<file path="config.mk">
export PLATFORM = sky130hd
export DESIGN_NAME = ppu_pixel_mux
export DESIGN_NICKNAME = d
export VERILOG_FILES = /design/src/rtl/ppu_pixel_mux.sv
export SDC_FILE = /design/constraint.sdc
export NUM_CORES = 1
export LEC_CHECK = 0
export ABC_CLOCK_PERIOD_IN_PS = 2300
export BUFFER_PORTS_ARGS = -buffer_cell sky130_fd_sc_hd__buf_4
export CAP_MARGIN = 20
export CORE_MARGIN = 10
export CORE_UTILIZATION = 40
export CTS_CLUSTER_DIAMETER = 60
export DETAILED_ROUTE_END_ITERATION = 10
export HOLD_SLACK_MARGIN = 0.1
export SYNTH_ARGS = -nofsm -noshare
export SYNTH_HDL_FRONTEND = slang
export SYNTH_SLANG_ARGS = --single-unit
</file>
<file path="constraint.sdc">
create_clock -name clk -period 2.3 [get_ports clk]
set_input_delay 0.345 -clock clk [delete_from_list [all_inputs] [get_ports clk]]
set_output_delay 0.345 -clock clk [all_outputs]
set_load 0.05 [all_outputs]
</file>
<file path="src/rtl/ppu_pixel_mux.sv">
// ppu_pixel_mux: two-stage background/sprite priority mux with 32x6 palette RAM and sprite-0 hit.
// Optional greyscale output masking is enabled by defining PPU_GREYSCALE_EN.
module ppu_pixel_mux (
    input  logic       clk,
    input  logic       reset,
    input  logic [9:0] x_idx,
    input  logic [9:0] scanline,
    input  logic [3:0] bg_pixel,
    input  logic [3:0] spr_pixel,
    input  logic       spr_behind,
    input  logic       spr_zero,
    input  logic       show_bg,
    input  logic       show_spr,
    input  logic       show_bg_left,
    input  logic       show_spr_left,
    input  logic       pal_we,
    input  logic       pal_re,
    input  logic [4:0] pal_addr,
    input  logic [5:0] pal_wdata,
    output logic [5:0] pal_rdata,
    input  logic       spr0_hit_clr,
    output logic       spr0_hit,
`ifdef PPU_GREYSCALE_EN
    input  logic       greyscale,
`endif
    output logic [5:0] color,
    output logic       color_valid,
    output logic [7:0] pixel_x,
    output logic [7:0] pixel_y
);
    // Sprite-palette backdrop entries alias onto the background ones.
    function automatic logic [4:0] mirror(input logic [4:0] a);
        return (a[4] && a[1:0] == 2'b00) ? {1'b0, a[3:0]} : a;
    endfunction

    logic [5:0] pal_q [32];
    logic [5:0] pal_d [32];
    logic       vis_q, vis_d, valid_q, valid_d, hit_q, hit_d, grey_q, grey_d;
    logic [4:0] idx_q, idx_d;
    logic [7:0] px_q, px_d, py_q, py_d, pixel_x_q, pixel_x_d, pixel_y_q, pixel_y_d;
    logic [5:0] color_q, color_d, rdata_q, rdata_d;
    logic [3:0] bg_m, spr_m;
    logic       bg_op, spr_op;

    always_comb begin
        vis_d = x_idx < 10'd256 && scanline >= 10'd1 && scanline <= 10'd240;
        bg_m = (show_bg && (x_idx >= 10'd8 || show_bg_left)) ? bg_pixel : 4'h0;
        spr_m = (show_spr && (x_idx >= 10'd8 || show_spr_left)) ? spr_pixel : 4'h0;
        bg_op = bg_m[1:0] != 2'b00;
        spr_op = spr_m[1:0] != 2'b00;
        idx_d = !bg_op && !spr_op ? 5'h00 :
                bg_op && (!spr_op || spr_behind) ? mirror({1'b0, bg_m}) : mirror({1'b1, spr_m});
        px_d = x_idx[7:0];
        py_d = scanline[7:0] - 8'd1;
`ifdef PPU_GREYSCALE_EN
        grey_d = greyscale;
        color_d = valid_q ? pal_q[idx_q] & (grey_q ? 6'h30 : 6'h3F) : 6'h00;
`else
        grey_d = 1'b0;
        color_d = vis_q ? pal_q[idx_q] : 6'h00;
`endif
        valid_d = vis_q;
        pixel_x_d = vis_q ? px_q : 8'h00;
        pixel_y_d = vis_q ? py_q : 8'h00;
        rdata_d = pal_re ? pal_q[mirror(pal_addr)] : rdata_q;
        hit_d = spr0_hit_clr ? 1'b0 : hit_q | (vis_d && bg_op && spr_op && spr_zero && x_idx != 10'd255);
        pal_d = pal_q;
        if (pal_we) pal_d[mirror(pal_addr)] = pal_wdata;
    end

    always_ff @(posedge clk) begin
        if (reset) begin
            for (int i = 0; i < 32; i++) pal_q[i] <= 6'h00;
            vis_q <= 1'b0;
            idx_q <= 5'h00;
            px_q <= 8'h00;
            py_q <= 8'h00;
            grey_q <= 1'b0;
            color_q <= 6'h00;
            valid_q <= 1'b0;
            pixel_x_q <= 8'h00;
            pixel_y_q <= 8'h00;
            rdata_q <= 6'h00;
            hit_q <= 1'b0;
        end else begin
            pal_q <= pal_d;
            vis_q <= vis_d;
            idx_q <= idx_d;
            px_q <= px_d;
            py_q <= py_d;
            grey_q <= grey_d;
            color_q <= color_d;
            valid_q <= valid_d;
            pixel_x_q <= pixel_x_d;
            pixel_y_q <= pixel_y_d;
            rdata_q <= rdata_d;
            hit_q <= hit_d;
        end
    end

    assign color = color_q;
    assign color_valid = valid_q;
    assign pixel_x = pixel_x_q;
    assign pixel_y = pixel_y_q;
    assign pal_rdata = rdata_q;
    assign spr0_hit = hit_q;
`ifndef PPU_GREYSCALE_EN
    logic unused_grey;
    assign unused_grey = grey_q;
`endif
endmodule

</file>
==> flow_metrics.py <==
metrics = {
    "status": {
        "status": "finished, final reports clean",
    },
    "detailed_routing": {
        "num_vias": 9421,
        "vias_per_cell": 5.65,
        "finalWirelength_mm": 33.8,
        "drt_iter0_drc": 807,
        "ant_nets": 0,
        "drc": 0,
        "dr.pass1.iters": 5,
        "routedWlPerCell_um": 20.2,
    },
    "synth": {
        "synth_seq_cells": 244,
        "yosysSeqAreaShare_pct": 42.7,
        "synth_warnings": 0,
        "ys.flop_type": "dfxtp_1",
        "syn_avg_cell_area_um2": 9.65,
        "synth_nets": 1238,
        "synth_area_um2": 11400,
        "synth-edff-count": 0,
        "synth-async-reset-ratio_pct": 0,
        "synthCells": 1186,
        "synth_cell_types": 46,
    },
    "global_route": {
        "antenna_found_initial": 0,
        "grt_pass1_vias": 9105,
        "grt_max_degree": 107,
        "gr-total-overflow": 0,
        "grt_pass1_wl_mm": 52.7,
        "grt_usage_pct": 18.3,
    },
    "final_layout": {
        "n_antenna_cell": 0,
        "area_delta_synth_final_pct": 21.2,
        "final_common_cell": "dfxtp_1",
        "fin_nets": 1321,
        "layout-drive-gt1-share_pct": 23.4,
        "instances_no_fill": 1668,
        "final_cell_mix": "dfxtp_1 (242), nand2_1 (152), buf_4 (129), a21oi_1 (118), nor2_1 (86)",
        "n_fill_cell": 2603,
    },
    "placement": {
        "dp.cells": 1596,
        "io_buffers": 79,
        "dp_hpwl_mm": 23.2,
        "place_congestion": 0.895,
        "dp_slack_ns": -0.00412,
    },
    "timing": {
        "max_freq_ghz": 0.445,
        "relSlewSlack_pct": 56.8,
        "worst_slew_pin_slew_ns": 0.645,
        "setup_viol": 0,
        "finalSetupTns_ns": 0,
        "setup_ws_ns": 0.0532,
        "fin_crit_sh_pct": 97.7,
        "slew_viol_final": 0,
        "rsz0062_at_grt": "no",
        "hold_ws_ns": 0.111,
        "finalHoldViolations": 0,
        "period_needed_ns": 2.25,
        "fin_skew_ns": 0.00906,
    },
    "clock_network": {
        "htreeDepth": 1,
        "cts-root-buf": "clkbuf_16",
        "clock_latency_ns": 0.55,
        "clkTransAtPathRegs_ns": 0.06,
        "cts-buffers-inserted": 28,
        "cts_setup_buffers": 0,
        "cts_buffer_depth": 3,
        "cts_tree": "yes",
        "cts.sinks": 244,
    },
    "hold_path": {
        "hp-class": "in2reg",
        "hold_end": "py_q[7]",
        "min_from": "scanline[7]",
        "min_path_cells": 3,
    },
    "die": {
        "die_w_um": 189,
        "start_util_pct": 40.9,
        "ios": 80,
        "placementRows": 61,
        "die-area_um2": 35800,
        "coreArea_um2": 28000,
        "die_h_um": 189,
    },
    "critical_path": {
        "worstReg2RegStart": "idx_q[1]",
        "criticalPathCategory": "reg2reg",
        "rr_worst_depth": 5,
        "rrSetupSlack_ns": 0.05,
        "arrival_ns": 2.64,
        "cp_max_fo": 12,
        "reg2reg_to": "color[0]",
        "worst_setup_path_end_kind": "flop",
        "cp.required_ns": 2.69,
        "critPathLaunch": "idx_q[1]",
        "startpoint_type": "flop",
    },
    "power": {
        "ir_drop_v": 0.000651,
        "p_per_area_nw_per_um2": 731,
        "p_leak_nw": 4.84,
    },
    "run": {
        "cap_violations": 0,
    },
}
==> what timing repair did <==
action	4_1_cts	5_1_grt
setup endpoints to repair	1	0
hold buffers	21	0
resized for setup	1	0
hold endpoints to repair	19	0
==> cells in the mapped netlist (3+ instances only) <==
library cell	n	area, um^2
a21oi_1	118	591
a221oi_1	26	228
a22o_1	14	123
a22oi_1	6	45.0
a311oi_1	10	87.6
a31oi_1	3	18.8
and2_1	19	119
and3_1	4	25.0
buf_1	9	33.8
buf_2	28	140
buf_4	8	60.1
buf_6	3	33.8
clkbuf_1	60	225
dfxtp_1	244	4880
inv_1	7	26.3
mux2_2	24	270
mux2i_1	61	611
mux4_2	72	1620
nand2_1	152	571
nand3_1	84	420
nand4_1	3	18.8
nor2_1	86	323
nor2b_1	41	257
nor3_1	14	70.1
nor3_4	6	97.6
nor4_1	10	62.6
o21ai_0	41	205
o22ai_1	6	37.5
xnor2_1	4	35.0
==> kinds of logic after synthesis <==
| family | Yosys count | share of synthesized area [%] |
|---|---|---|
| buffers and inverters | 115 | 4.54 |
| AOI/OAI and AO/OA | 229 | 12.1 |
| muxes | 157 | 21.9 |
| and+or+nand+nor | 433 | 18.2 |
| adders and majority gates | 2 | 0.219 |
| DFF | 244 | 42.7 |
| xor gates and xnor gates | 6 | 0.459 |
==> area by class of cell <==
cell class / count / area, um^2 / area share (%)
Inverter: 7 / 26.3 / 0.189
Multi-Input combinational cell: 827 / 6060 / 43.7
Clock buffer: 36 / 781 / 5.63
Tap cell: 378 / 473 / 3.41
Sequential cell: 244 / 4890 / 35.2
Timing Repair Buffer: 161 / 1380 / 9.95
Clock inverter: 15 / 269 / 1.94
==> sequential cells by signal (all words and copies together) (netlist names) <==
register,count
color,6
color_valid,1
idx_q,5
pal_q,192
pal_rdata,6
pixel_x,8
pixel_y,8
px_q,8
py_q,8
spr0_hit,1
valid_d,1
==> routing by layer <==
metal	vias up	global-route usage (%)	wire length, um
met4	0	5.04	745
li1	4452	-	-
met3	53	2.94	2330
met2	345	29.9	15900
met5	-	0	0
met1	4571	24.6	14800
==> how the worst max path moves through the flow <==
stage,end,slack (ns),depth (start not counted)
3_5_place_dp,color[2],-0.004,5
3_3_place_gp,pal_q[169],-0.14,6
2_1_floorplan,color[0],0.46,6
5_1_grt,color[3],0.03,5
6_report,color[0],0.05,5
4_1_cts,color[3],0.07,5
==> critical path: stages (launching register included) <==
cell and delay [ns]:
dfxtp_2 0.53, buf_4 0.28, mux4_2 0.36, a22o_1 0.30, a221oi_1 0.40, o22ai_1 0.21
==> through the flow <==
step	cell area (um^2)	utilization (%)	total power, mW
floorplan	11400	-	4.91
global placement	12600	45.0	5.20
detailed placement	12600	45.0	5.21
CTS	13900	49.6	10.2
global route	13900	49.6	10.5
finish	13900	49.6	10.1
==> power breakdown <==
group	total, mW	internal (mW)	switching [mW]
sequential	4.32	4.28	0.0437
combinational	0.829	0.321	0.508
clock	4.99	3.18	1.81
(Power assumes the default switching activity.)
